==> config.mk <==
export PLATFORM = sky130hd
export DESIGN_NAME = command_sequencer_flat
export DESIGN_NICKNAME = d
export VERILOG_FILES = /design/src/rtl/command_sequencer_if.sv /design/src/rtl/command_sequencer.sv /design/src/flat_wrapper.sv
export SDC_FILE = /design/constraint.sdc
export NUM_CORES = 1
export LEC_CHECK = 0
export ABC_AREA = 1
export BUFFER_PORTS_ARGS = -buffer_cell sky130_fd_sc_hd__buf_2
export CORE_MARGIN = 10
export CORE_UTILIZATION = 45
export CTS_BUF_LIST = sky130_fd_sc_hd__clkbuf_2 sky130_fd_sc_hd__clkbuf_4 sky130_fd_sc_hd__clkbuf_8
export CTS_CLUSTER_DIAMETER = 40
export CTS_CLUSTER_SIZE = 12
export DETAILED_ROUTE_END_ITERATION = 8
export GPL_TIMING_DRIVEN = 0
export SLEW_MARGIN = 20
export SYNTH_ARGS = -nofsm -noshare
export SYNTH_HDL_FRONTEND = slang
export SYNTH_SLANG_ARGS = --single-unit
==> constraint.sdc <==
create_clock -name clock -period 1.7 [get_ports clock]
set_clock_uncertainty 0.05 [all_clocks]
set_input_delay 0.17 -clock clock [delete_from_list [all_inputs] [get_ports clock]]
set_output_delay 0.17 -clock clock [all_outputs]
set_load 0.1 [all_outputs]
==> src/rtl/command_sequencer_if.sv <==
// Host <-> command_sequencer bus.
// Build option: SINGLE_STEP_EN adds the 'step' strobe.
// master: host/test side. It drives the program load port and the start/pause
//         controls, and observes the issued command and the status.
// slave : the sequencer. It takes the controls and drives command, cmd_valid,
//         busy, done and pc.
interface command_sequencer_if #(
   parameter int unsigned AW = 4
) ();
   logic          load_en;
   logic [AW-1:0] load_addr;
   logic [3:0]    load_cmd;
   logic          start;
   logic          pause;
`ifdef SINGLE_STEP_EN
   logic          step;
`endif
   logic [3:0]    command;
   logic          cmd_valid;
   logic          busy;
   logic          done;
   logic [AW-1:0] pc;

`ifdef SINGLE_STEP_EN
   modport master (output load_en, load_addr, load_cmd, start, pause, step,
                   input  command, cmd_valid, busy, done, pc);
   modport slave  (input  load_en, load_addr, load_cmd, start, pause, step,
                   output command, cmd_valid, busy, done, pc);
`else
   modport master (output load_en, load_addr, load_cmd, start, pause,
                   input  command, cmd_valid, busy, done, pc);
   modport slave  (input  load_en, load_addr, load_cmd, start, pause,
                   output command, cmd_valid, busy, done, pc);
`endif
endinterface

==> src/rtl/command_sequencer.sv <==
// command_sequencer: stores a short program of 4-bit datapath commands and
// replays it, one command per clock, into the instruction decoder.
// Ports:
//   clock  rising-edge system clock
//   CLR    synchronous, active-high reset; it aborts a run without a done pulse
//   bus    command_sequencer_if.slave, carrying:
//          load_en, load_addr, load_cmd  program write port (IDLE only)
//          start, pause                  launch and hold controls
//          command, cmd_valid            registered command to the decoder
//          busy, done, pc                run status and next fetch address
// Build option: SINGLE_STEP_EN. When it is defined, RUN advances only on
// edges where step=1 and pause=0.
module command_sequencer #(
   parameter int unsigned AW       = 4,
   parameter logic [3:0]  HALT_CMD = 4'hF,
   parameter logic [3:0]  NOP_CMD  = 4'h0
) (
   input logic               clock,
   input logic               CLR,
   command_sequencer_if.slave bus
);
   localparam int unsigned DEPTH   = 1 << AW;
   localparam logic [AW-1:0] PC_LAST = AW'(DEPTH - 1);

   typedef enum logic [1:0] {IDLE, RUN, FINISH} state_t;

   state_t        state;
   logic [3:0]    mem [DEPTH];
   logic [AW-1:0] pc_q;
   logic [3:0]    command_q;
   logic          valid_q;
   logic          busy_q;
   logic          done_q;
   logic [3:0]    word_c;
   logic          advance_c;

   // Combinational fetch from the registered pc.
   assign word_c = mem[pc_q];

`ifdef SINGLE_STEP_EN
   assign advance_c = bus.step && !bus.pause;
`else
   assign advance_c = !bus.pause;
`endif

   // Program memory: written only while idle. Reset does not clear it.
   always_ff @(posedge clock) begin
      if (!CLR && (state == IDLE) && bus.load_en)
         mem[bus.load_addr] <= bus.load_cmd;
   end

   // Sequencer FSM with registered outputs.
   always_ff @(posedge clock) begin
      if (CLR) begin
         state     <= IDLE;
         pc_q      <= '0;
         command_q <= NOP_CMD;
         valid_q   <= 1'b0;
         busy_q    <= 1'b0;
         done_q    <= 1'b0;
      end else begin
         done_q    <= 1'b0;
         command_q <= NOP_CMD;
         valid_q   <= 1'b0;
         case (state)
            IDLE: begin
               if (bus.start) begin
                  state  <= RUN;
                  pc_q   <= '0;
                  busy_q <= 1'b1;
               end
            end
            RUN: begin
               if (advance_c) begin
                  if (word_c == HALT_CMD) begin
                     state <= FINISH;
                  end else begin
                     command_q <= word_c;
                     valid_q   <= 1'b1;
                     // The last address ends the run instead of wrapping.
                     if (pc_q == PC_LAST)
                        state <= FINISH;
                     else
                        pc_q <= pc_q + AW'(1);
                  end
               end
            end
            FINISH: begin
               done_q <= 1'b1;
               busy_q <= 1'b0;
               pc_q   <= '0;
               state  <= IDLE;
            end
            default: state <= IDLE;
         endcase
      end
   end

   assign bus.command   = command_q;
   assign bus.cmd_valid = valid_q;
   assign bus.busy      = busy_q;
   assign bus.done      = done_q;
   assign bus.pc        = pc_q;
endmodule

==> src/flat_wrapper.sv <==
// flat-port wrapper written by rule: the top's interface ports become plain ports
module command_sequencer_flat 
#(
   parameter int unsigned AW       = 4,
   parameter logic [3:0]  HALT_CMD = 4'hF,
   parameter logic [3:0]  NOP_CMD  = 4'h0
)
  (clock, CLR, bus_load_en, bus_load_addr, bus_load_cmd, bus_start, bus_pause, bus_command, bus_cmd_valid, bus_busy, bus_done, bus_pc);
  command_sequencer_if #(.AW(AW)) bus_i ();
  input logic clock;
  input logic CLR;
  input wire logic [$bits(bus_i.load_en)-1:0] bus_load_en;
  input wire logic [$bits(bus_i.load_addr)-1:0] bus_load_addr;
  input wire logic [$bits(bus_i.load_cmd)-1:0] bus_load_cmd;
  input wire logic [$bits(bus_i.start)-1:0] bus_start;
  input wire logic [$bits(bus_i.pause)-1:0] bus_pause;
  output wire logic [$bits(bus_i.command)-1:0] bus_command;
  output wire logic [$bits(bus_i.cmd_valid)-1:0] bus_cmd_valid;
  output wire logic [$bits(bus_i.busy)-1:0] bus_busy;
  output wire logic [$bits(bus_i.done)-1:0] bus_done;
  output wire logic [$bits(bus_i.pc)-1:0] bus_pc;
  assign bus_i.load_en = bus_load_en;
  assign bus_i.load_addr = bus_load_addr;
  assign bus_i.load_cmd = bus_load_cmd;
  assign bus_i.start = bus_start;
  assign bus_i.pause = bus_pause;
  assign bus_command = bus_i.command;
  assign bus_cmd_valid = bus_i.cmd_valid;
  assign bus_busy = bus_i.busy;
  assign bus_done = bus_i.done;
  assign bus_pc = bus_i.pc;
  command_sequencer #(.AW(AW), .HALT_CMD(HALT_CMD), .NOP_CMD(NOP_CMD)) u_core (.clock(clock), .CLR(CLR), .bus(bus_i));
endmodule
* Yosys cells after proc, flatten, opt, wreduce, memory -nomap -nowiden
Memories as Yosys holds them, arrays and structs flattened. A register that Yosys moved wholly into a read port is not among the register bits. Cells that the tools add are included.
Storage, ports and cells: memories kept 1, flip-flop bits (word level) 13, RAM bits 64, input bits 13
Memory list:
- u_core.mem | depth 16, bits a word 4, rd ports 1, clocked after Yosys merged registers in 1, write ports 1, RTL line command_sequencer.sv:28 | logic [3:0] mem [DEPTH];
Operators by class: eq/ne operators 9, bitwise logic cells 1, add/sub/neg operators 1, multiplexer cells 18, reduce and logical (&&, ||, !) cells 11
Operators with widths (count):
- 2-to-1 mux 4 bit | 6
- case mux 4 bit (3 select lines) | 1
- == test 4 bit, second input constant | 2
- 2-to-1 mux 2 bit | 4
- != test 2 bit, second input constant | 4
- 2-to-1 mux 1 bit | 5
- AND reduction 5 bit | 1
- adder 4 x 1 -> 4 bit, second input constant | 1
- case mux 2 bit (2 select lines) | 1
- OR reduction 4 bit | 1
- != test 3 x 1 -> 1 bit, second input constant | 1
- AND reduction 3 bit | 1
- nonzero test 3 bit | 1
- OR reduction 3 bit | 1
- == test 2 x 1 -> 1 bit, second input constant | 1
- == test 2 bit, second input constant | 1
- logical AND 1 bit | 2
- logical NOT 2 bit | 1
- case mux 1 bit (2 select lines) | 1
- AND reduction 2 bit | 1
- nonzero test 2 bit | 1
- logical NOT 1 bit | 1
- inverter 1 bit | 1

* Logic depth before layout (Yosys ltp)
depth after elaboration 7, gate-level depth with buffers 17, gate-level depth less buffers 15

* Worst setup path after synthesis
Ideal clock, no wire load.
path kind register to register, start reg u_core.pc_q[0], in the netlist u_core.bus.pc[0], end reg (tool-made name), setup slack -0.394 ns, arrival time 1.928 ns, buffers on the path 0, data required time 1.534 ns, period minus slack after synthesis 2.094 ns, stages on the path, launching flop included 9, setup time 0.116 ns, cell sequence dfxtp_1 -> ha_1 -> nand2_1 -> nor2_1 -> nand2_1 -> nand4_4 -> nand2_1 -> nand2_1 -> nor2_1
RTL lines:
- from (decl) | RTL line command_sequencer.sv:29 | logic [AW-1:0] pc_q;
- from (signal assigned) | RTL line command_sequencer.sv:84 | pc_q <= pc_q + AW'(1);

==> metrics <==
CP Launch Type flip-flop; Max-slew headroom between 60% and 70%; core area 7690 um^2; CTS H-tree depth 3; max frequency 493 MHz; pin count of the biggest net entering global routing 17; CTS tree yes; wirelength, routed 9100 um; final setup margin -0.328 ns; most used cell, CP nand2_1; share of post-route cells with drive strength above 1 39.5%; min Tclk post-route just over 2 ns; Crit path largest cell delay 0.45 ns; Pleak 0.00200 uW; Worst-path clk slew 0.09 ns; I/O pins 24; Die X approximately 110 um; Vias 2662; hold depth 3; Vias/cell ~5.0; worst slack, placed -0.333 ns; Worst setup EP type flip-flop; global-route wire length before repair 13500 um; Critical Path Stages 15; Most used DFF post-synth edfxtp_1; crit path DAT 2.27 ns; Layout Nets 444; Post-route DRC 0; post-route cell area 4760 um^2; clk_lat worst skew roughly 0.36 ns; Antenna Cells 0; Worst VDD drop 0.442 mV; register area share after synthesis 64.2%; Post-DRT Antenna Nets 0; grt ovf 0; Synth Register Bits 81; fillcell total between 600 and 700; setup_tns -3.91 ns; Hold WC Path Type primary input to flip-flop; vias in the first global route 2619; pins over their slew limit 0; worst-case reg-to-reg path depth 15; DIE AREA 11800 um^2; initial antenna violation count 0; Final Hold Vio Count 0; routability congestion estimate 0.821; Worst EP required between 1.5 and 2 ns; Buffers & Inverters on Critical Path 5; async set or reset register ratio after synthesis 0%; slew at the pin with the worst max-slew slack 0.495 ns; Port-buffer cells 23; status finished with violations; Post-DP HPWL roughly 5400 um; Die Y-Extent approximately 110 um; CP top delay family simple AND/OR/NAND/NOR gates; YS warnings 0; # setup viols final 15; MaxCap Viol Count 0; Mapped Cells 374; worst path cell trace clkinv_8, buf_4, nand2_1, nand2_1, nand2_1, nand3_2, nand3_2, nand2_2, nand2_4, nor2_4, buf_4, buf_6, nor2_4, inv_4, a21oi_2; Synthesized Nets 388; Synth cell types 20; initial DRC count 115; RSZ-0062 raised after global routing yes; First-pass DRT Iterations 4; CTS root buf clkbuf_8; area added between synthesis and finish 35.1%; number of flops mapped to enable cells by yosys 64; CTS Sinks 81; slowest cell on the critical path dfxtp_4; post-placement cell area 3780 um^2; cts bufs inserted 9; hold slack final 0.0490 ns; CTS max path bufs 2; CP Class flip-flop to flip-flop; Tot GR Track Use 15.0%; drt wl/cell between 15 and 20 um; period utilization 119%; initial core utilization 45.8%; mapped cell area 3520 um^2; failing checks negative setup slack; Avg Cell Area, Syn 9.42 um^2; pwr dens about 1000 nW/um^2; critical-path maximum fanout 8; # rows 32
==> logic make-up (layout without fill, tap and decap cells) <==
group / after synthesis / in the layout / share of synthesized area [%]
flops: 81 / 81 / 64.2
fa+ha+maj: 1 / 1 / 0.355
simple gates: 218 / 218 / 25.8
buf+inv: 65 / 126 / 8.31
compound gates: 9 / 9 / 1.35
==> through the flow <==
step / instances / utilization [%] / total power [uW]
final: 537 / 61.9 / 4860
after global routing: 537 / 61.9 / 5020
after CTS: 527 / 55.8 / 4610
after detailed placement: 499 / 49.1 / 2930
after global placement: 499 / 49.1 / 2930
after floorplan: 374 / - / 2740
==> registers in the layout (all words and copies together), names as in the netlist, named ones only <==
name / count
u_core.bus.busy: 1
u_core.mem: 64
u_core.bus.pc: 4
u_core.bus.done: 1
u_core.bus.command: 4
u_core.bus.cmd_valid: 1
u_core.state: 2
==> power by group <==
part	total [uW]	internal (uW)	leakage, uW	switching (uW)
Combinational	1070	398	0.00117	675
Sequential	2220	2180	0.000718	47.3
Clock	1570	827	0.000107	739
==> tightest hold or removal path: stages <==
cell,delay [ns]
buf_2,0.10
nand2_1,0.08
a21oi_1,0.06
==> repair_timing <==
item	CTS	global route
gates resized for setup	55	87
endpoints found under the hold margin	2	0
setup endpoints to repair	79	79
pin swaps	9	22
buffers inserted	12	8
cloned	1	2
hold buffers	1	0
==> path summary, 6_finish.rpt <==
kind                                                    endpoint  slack (ns)                    startpoint
worst max-delay path            u_core.bus.command[1]$_SDFF_PP0_       -0.33                     flip-flop
worst min-delay path                u_core.bus.busy$_SDFFE_PP0P_        0.05                     bus_start
worst max register to register  u_core.bus.command[1]$_SDFF_PP0_       -0.33                     flip-flop
worst min register to register      u_core.bus.busy$_SDFFE_PP0P_        0.41  u_core.bus.busy$_SDFFE_PP0P_
==> cells in the mapped netlist, types with 2 or more instances <==
master    number  share of area, %
nor2_1        44               4.7
nand2_2        2              0.36
nand2_1      123                13
buf_2          4              0.57
nand3_1       46               6.5
inv_2          2              0.21
buf_6          4               1.3
o21ai_1        2              0.28
edfxtp_1      64                55
buf_4          3              0.64
dfxtp_1       17               9.7
a21oi_1        5              0.71
inv_1         51               5.4
==> layout make-up <==
| class | instances | area [um^2] | share of cell area (%) |
|---|---|---|---|
| timing repair buffer | 47 | 357 | 7.49 |
| buffer | 9 | 130 | 2.73 |
| sequential | 81 | 2280 | 47.8 |
| clock buffer | 9 | 124 | 2.60 |
| inverter | 54 | 224 | 4.71 |
| multi-input combinational | 228 | 1430 | 30.0 |
| clock inverter | 7 | 93.8 | 1.97 |
| tap | 102 | 128 | 2.68 |
==> cells in the final DEF (no fill, tap or decap), types with 4 or more instances in the layout <==
| master | count |
|---|---|
| nor2_2 | 5 |
| nand2_2 | 22 |
| inv_1 | 49 |
| nand3_1 | 12 |
| buf_2 | 23 |
| nor2_4 | 19 |
| nand3_2 | 30 |
| clkbuf_8 | 9 |
| nand3_4 | 4 |
| nand2_1 | 97 |
| buf_4 | 20 |
| nor2_1 | 21 |
| nand2_4 | 6 |
| a21oi_2 | 4 |
| edfxtp_1 | 64 |
| buf_8 | 4 |
| dfxtp_1 | 11 |
==> per-layer routing <==
| layer | GRT usage [%] | vias up | routed length [um] |
|---|---|---|---|
| met1 | 17.8 | 1280 | 3760 |
| met3 | 3.81 | 13 | 453 |
| met5 | 0 | - | 0 |
| met4 | 7.06 | 0 | 184 |
| li1 | - | 1303 | - |
| met2 | 25.0 | 66 | 4700 |
Power figures use the tool's default switching activity.
